### src/rtl/control_sequencer_pkg.sv
// Shared definitions for the control sequencer: FSM states, control-word
// field layout, Datapath function-select opcodes and the NOP word.
package control_sequencer_pkg;

  typedef enum logic [2:0] {
    ST_IDLE,
    ST_RUN,
    ST_STEP_ISSUE,
    ST_STEP_WAIT,
    ST_DONE
  } seq_state_e;

  // Control-word field positions: DA[15:13] AA[12:10] BA[9:7] MB[6] FS[5:2] MD[1] RW[0]
  localparam int unsigned CW_DA_MSB = 15;
  localparam int unsigned CW_DA_LSB = 13;
  localparam int unsigned CW_AA_MSB = 12;
  localparam int unsigned CW_AA_LSB = 10;
  localparam int unsigned CW_BA_MSB = 9;
  localparam int unsigned CW_BA_LSB = 7;
  localparam int unsigned CW_MB_BIT = 6;
  localparam int unsigned CW_FS_MSB = 5;
  localparam int unsigned CW_FS_LSB = 2;
  localparam int unsigned CW_MD_BIT = 1;
  localparam int unsigned CW_RW_BIT = 0;

  // Datapath function-select opcodes
  localparam logic [3:0] FS_MOVA = 4'b0000;
  localparam logic [3:0] FS_ADD  = 4'b0010;
  localparam logic [3:0] FS_MOVB = 4'b1100;

  // No operation: nothing selected, register file write disabled
  localparam logic [15:0] CW_NOP = 16'h0000;

  // Assemble a control word from its fields
  function automatic logic [15:0] cw_pack(
    input logic [2:0] da,
    input logic [2:0] aa,
    input logic [2:0] ba,
    input logic       mb,
    input logic [3:0] fs,
    input logic       md,
    input logic       rw
  );
    return {da, aa, ba, mb, fs, md, rw};
  endfunction

endpackage

### src/rtl/control_sequencer_cw_store.sv
// Program store for the control sequencer: DEPTH x CW_W register file,
// synchronous write, combinational read with write-first bypass so a word
// written on the same edge that reads it is seen immediately.
module cw_store #(
  parameter int unsigned CW_W  = 16,
  parameter int unsigned DEPTH = 8,
  parameter int unsigned AW    = $clog2(DEPTH)
) (
  input  logic            clk_i,
  input  logic            we_i,
  input  logic [AW-1:0]   waddr_i,
  input  logic [CW_W-1:0] wdata_i,
  input  logic [AW-1:0]   raddr_i,
  output logic [CW_W-1:0] rdata_o
);

  logic [CW_W-1:0] mem_q [DEPTH];

  // Storage write; contents intentionally survive reset
  always_ff @(posedge clk_i) begin
    if (we_i) begin
      mem_q[waddr_i] <= wdata_i;
    end
  end

  // Read port with bypass of a same-cycle write to the same address
  always_comb begin
    rdata_o = mem_q[raddr_i];
    if (we_i && (waddr_i == raddr_i)) begin
      rdata_o = wdata_i;
    end
  end

endmodule

### src/rtl/control_sequencer.sv
// Micro-sequencer feeding the Datapath control_word. Issues a loaded program
// either back-to-back (run mode) or one word per start pulse (step mode);
// each word is driven for exactly one cycle, NOP otherwise, and the Datapath
// flags produced by each issued word are captured.
module control_sequencer
  import control_sequencer_pkg::*;
#(
  parameter int unsigned CW_W  = 16,
  parameter int unsigned DEPTH = 8,
  parameter int unsigned PC_W  = $clog2(DEPTH)
) (
  input  logic            clk,
  input  logic            reset,
  input  logic            start,
  input  logic            step_mode,
  input  logic            prog_we,
  input  logic [PC_W-1:0] prog_addr,
  input  logic [CW_W-1:0] prog_data,
  input  logic [PC_W:0]   prog_len,
  input  logic [3:0]      flags_in,
  output logic [CW_W-1:0] control_word,
  output logic [PC_W-1:0] pc,
  output logic            busy,
  output logic            done,
  output logic [3:0]      flags_q
);

  localparam int unsigned LEN_W = PC_W + 1;
  localparam logic [LEN_W-1:0] LEN_MAX = LEN_W'(DEPTH);
  localparam logic [CW_W-1:0]  NOP_W   = CW_W'(CW_NOP);

  seq_state_e      state_q;
  logic [PC_W-1:0] pc_q;
  logic [LEN_W-1:0] len_q;
  logic [CW_W-1:0] cw_q;
  logic            busy_q;
  logic            done_q;
  logic [3:0]      flags_cap_q;

  logic            store_we;
  logic [PC_W-1:0] rd_addr;
  logic [CW_W-1:0] rd_data;
  logic [PC_W-1:0] pc_nxt;
  logic [LEN_W-1:0] len_sat;
  logic            at_last;
  logic            idle_like;
  logic            issuing;

  assign pc_nxt    = pc_q + PC_W'(1);
  assign len_sat   = (prog_len > LEN_MAX) ? LEN_MAX : prog_len;
  assign at_last   = ({1'b0, pc_q} == (len_q - LEN_W'(1)));
  assign idle_like = (state_q == ST_IDLE) || (state_q == ST_DONE);
  assign issuing   = (state_q == ST_RUN) || (state_q == ST_STEP_ISSUE);
  // busy_q is registered, so writes are only admitted from IDLE/DONE
  assign store_we  = prog_we && !busy_q;

  // Read address: word 0 when launching, otherwise the next word
  always_comb begin
    rd_addr = pc_nxt;
    if (idle_like) begin
      rd_addr = '0;
    end
  end

  cw_store #(
    .CW_W  (CW_W),
    .DEPTH (DEPTH),
    .AW    (PC_W)
  ) u_store (
    .clk_i   (clk),
    .we_i    (store_we),
    .waddr_i (prog_addr),
    .wdata_i (prog_data),
    .raddr_i (rd_addr),
    .rdata_o (rd_data)
  );

  // Sequencer FSM with registered control word, pc, status and flags
  always_ff @(posedge clk) begin
    if (reset) begin
      state_q     <= ST_IDLE;
      pc_q        <= '0;
      len_q       <= '0;
      cw_q        <= NOP_W;
      busy_q      <= 1'b0;
      done_q      <= 1'b0;
      flags_cap_q <= '0;
    end else begin
      if (issuing) begin
        flags_cap_q <= flags_in;
      end
      unique case (state_q)
        ST_IDLE, ST_DONE: begin
          if (start && (prog_len != '0)) begin
            pc_q    <= '0;
            len_q   <= len_sat;
            cw_q    <= rd_data;
            busy_q  <= 1'b1;
            done_q  <= 1'b0;
            state_q <= step_mode ? ST_STEP_ISSUE : ST_RUN;
          end
        end
        ST_RUN: begin
          if (at_last) begin
            cw_q    <= NOP_W;
            busy_q  <= 1'b0;
            done_q  <= 1'b1;
            state_q <= ST_DONE;
          end else begin
            pc_q <= pc_nxt;
            cw_q <= rd_data;
          end
        end
        ST_STEP_ISSUE: begin
          cw_q <= NOP_W;
          if (at_last) begin
            busy_q  <= 1'b0;
            done_q  <= 1'b1;
            state_q <= ST_DONE;
          end else begin
            state_q <= ST_STEP_WAIT;
          end
        end
        ST_STEP_WAIT: begin
          if (start) begin
            pc_q    <= pc_nxt;
            cw_q    <= rd_data;
            state_q <= ST_STEP_ISSUE;
          end
        end
        default: begin
          cw_q    <= NOP_W;
          busy_q  <= 1'b0;
          done_q  <= 1'b0;
          state_q <= ST_IDLE;
        end
      endcase
    end
  end

  assign control_word = cw_q;
  assign pc           = pc_q;
  assign busy         = busy_q;
  assign done         = done_q;
  assign flags_q      = flags_cap_q;

endmodule

### config.mk
export PLATFORM = sky130hd
export DESIGN_NAME = control_sequencer
export DESIGN_NICKNAME = d
export VERILOG_FILES = /design/src/rtl/control_sequencer_pkg.sv /design/src/rtl/control_sequencer_cw_store.sv /design/src/rtl/control_sequencer.sv
export SDC_FILE = /design/constraint.sdc
export NUM_CORES = 1
export LEC_CHECK = 0
export ABC_AREA = 1
export CORE_ASPECT_RATIO = 2
export CORE_MARGIN = 1.5
export CORE_UTILIZATION = 45
export DETAILED_ROUTE_END_ITERATION = 8
export GPL_ROUTABILITY_DRIVEN = 0
export GPL_TIMING_DRIVEN = 0
export SLEW_MARGIN = 10
export SYNTH_ARGS = -nofsm -noshare
export SYNTH_HDL_FRONTEND = slang
export SYNTH_HIERARCHICAL = 1
export SYNTH_SLANG_ARGS = --single-unit
### constraint.sdc
create_clock -name clk -period 2.26 [get_ports clk]
set_clock_uncertainty 0.05 [all_clocks]
set_input_delay 0.339 -clock clk [delete_from_list [all_inputs] [get_ports clk]]
set_output_delay 0.339 -clock clk [all_outputs]
set_load 0.05 [all_outputs]
==> results.md <==
* CP required at 2.56 ns
* Initial Util at 46.1%
* Period utilization at 96.3%
* Worst Setup EP: control_word[8]
* Post-route ant nets at 0
* Total track usage at 23.2%
* Startpoint types: register
* Comb power frac at 34.5%
* Synth Cell Area at 7300 um^2
* Launch point of the worst reg-to-reg path: pc[1]
* Fmax at 460 MHz
* Final Setup Violations at 0
* Total power at 9580 uW
* CP max FO at 10
* Min cycle time layout at 2.18 ns
* Core ar. at 15900 um^2
* Top Metal Used: met4
* Worst slew pin tran at 0.723 ns
* FP Rows at 65
* Crit. End Element: register
* Layout cell share with drive strength beyond 1 at 15.6%
* Peak supply drop at 0.000570 V
* Status: finished clean
* Final hold violation count at 0
* Layout area overhead at 21.9%
* Primary FF master, synth: edfxtp_1
* Cells after Synth at 777
* Post-synth top area share at 52.6%
* Syn nets at 811
* CTS Hold Bufs at 0
* First-pass GRT wire length at 28800 um
* CTS tree: yes
* Leak at 0.00376 uW
* Post-synthesis sequential area ratio at 61.4%
* R2R Setup Slk at 0.08 ns
* Mean Syn Cell Area at 9.40 um^2
* Grt total ovfl at 0
* Most common cell after layout, fill and taps aside: nand2_1
* Via density at 5.09
* Root Buffer: clkbuf_16
* CP Class: reg -> reg
* Max_cap viols at 0
* Area contributors post-synth: edfxtp_1 53%, nand2_1 12%, dfxtp_1 8.8%
* CTS Buf Count at 17
* Initial antenna violation count at 0
* Die area at 17100 um^2
* Met2 WL at 10600 um
* Asr flop ratio synth at 0%
* Switching share of power at 36.5%
* Min-delay worst type: in -> reg
* Clk pwr share at 28.8%
* CTS Sinks at 160
* DR vias at 5480
* Worst EP arrival at 2.48 ns
* Pwr/cell area at 1080 nW/um^2
* Final core occ at 56.2%
* Met1 WL at 6730 um
* H-tree levels at 4
* NumNets Final at 897
* # port buffers at 55
* Yosys cell types at 30
* Diodes inserted at 0
* Fin. max-slew vios at 0
* Routed wl met3 at 825 um
* # IOs at 57
* Reg2Reg Depth at 14
* Fin Setup TNS at 0 ns
* WL final at 18800 um
* Synth Warn # at 6
* Routed wire per std cell at 17.5 um
* Total iterations of the first detailed-routing run at 6
* DRC at 0
* Post-synth EDFFs at 128
* Die span in y at 183 um
* Highest-count cells in the layout ignoring fill and taps: 239 x nand2_1, 128 x edfxtp_1, 120 x inv_1
* Crit path from: pc[1]
* Placement-stage cell area at 8260 um^2
* Initial DRC Count at 390
* Capture point of the worst reg-to-reg path: control_word[8]
* Max clock buf depth at 2
* Final Cell Area at 8910 um^2
* CTS clk-pin slew, worst paths at 0.06 ns
* Latest clock arrival within the worst-skew pair at 0.42 ns
* Post-synth top area cell: edfxtp_1
* Slew margin rel. at 51.8%
* Sequential power share at 36.7%
* Largest net degree at the start of global routing at 17
* Switching pwr at 3500 uW
* P_int at 6080 uW
* Vias in the first global route at 5588
* DP HPWL at 13600 um
* DIE WIDTH at 93.1 um
* Yosys reg bits at 160
==> cell type report <==
class,instances,area [um^2]
fillers,1438,6950
flip-flops and latches,160,4490
multi-input cells,459,2200
repair buffers,68,717
inverters,125,479
clock buffers,18,429
well taps,201,251
plain buffers,32,205
clock inverters,14,140
==> cells by family (layout without fill, tap and decap cells) <==
kind of cell | Yosys count | count (layout) | synth area share (%)
AND/OR/NAND/NOR | 420 | 420 | 25.7
flip-flops | 160 | 160 | 61.4
buffers and inverters | 158 | 257 | 9.11
AO/OA/AOI/OAI | 34 | 34 | 3.10
XOR/XNOR | 3 | 3 | 0.360
adder cells (fa/ha/maj) | 2 | 2 | 0.343
==> timing repair <==
action | CTS | global route
resized for setup | 8 | 19
pin swaps | 0 | 3
hold endpoints to repair | 0 | 0
endpoints found under the setup margin | 15 | 16
setup buffers | 0 | 5
==> metal layers <==
| metal | up-vias | GRT usage (%) |
|---|---|---|
| met3 | 49 | 3.65 |
| li1 | 2663 | - |
| met5 | - | 0 |
| met1 | 2601 | 23.9 |
| met4 | 0 | 11.9 |
| met2 | 167 | 43.9 |
==> metrics by stage <==
step / worst slack [ns] / cells / hold slack [ns]
final: 0.0843 / 1077 / 0.299
after global routing: -0.0125 / 1077 / 0.312
after CTS: 0.00841 / 1073 / 0.283
after detailed placement: -0.233 / 1041 / 0.407
after global placement: -0.866 / 1033 / 0.406
after floorplan: 0.0328 / 777 / 0.388
==> Yosys cell counts, types with 2 or more instances <==
master	count
inv_2	3
a22oi_1	2
buf_1	3
o21ai_0	4
buf_4	3
dfxtp_1	32
inv_1	120
nand2_4	2
buf_2	18
nand2_2	16
a21oi_1	16
edfxtp_1	128
nor2_2	2
ha_1	2
nor2_4	3
nand3_2	11
nor2_1	31
nand2_1	240
xnor2_1	3
a21oi_2	10
nand3_1	112
or2_2	2
buf_6	2
clkbuf_1	6
==> sequential cells by signal (all words and copies together) (netlist names) <==
signal,flops
done,1
pc,3
busy,1
flags_q,4
len_q,4
state_q,3
control_word,16
u_store/mem_q,128
==> worst max-delay path, cell delays in order, from the launching register on <==
cell and delay, ns:
dfxtp_1 0.42, ha_1 0.24, xnor2_2 0.14, nor2_2 0.07
buf_6 0.14, inv_4 0.10, nand2_2 0.06, nand2_2 0.07
nor2_4 0.05, nand2_4 0.13, buf_6 0.18, nand3_1 0.09
nand2_1 0.10, nand3_1 0.12, a21oi_2 0.15
==> how the worst min path moves through the flow <==
stage,startpoint,to,slack [ns],cells past startpoint
after floorplan,prog_data[0],u_store/mem_q[0][0],0.39,0
after detailed placement,done,done,0.41,2
after CTS,reset,control_word[10],0.28,2
after global routing,reset,control_word[8],0.31,2
final,reset,control_word[10],0.30,2
after global placement,state_q[2],state_q[2],0.41,2
==> power by group through the flow <==
stage / clock, uW / combinational (uW) / sequential (uW)
2_1_floorplan: 0 / 1690 / 4020
3_3_place_gp: 0 / 3120 / 3570
3_5_place_dp: 0 / 3210 / 3570
4_1_cts: 2810 / 3240 / 3510
5_1_grt: 2930 / 3570 / 3540
6_report: 2760 / 3300 / 3520
Note: power is estimated with default switching activity, not from simulation.
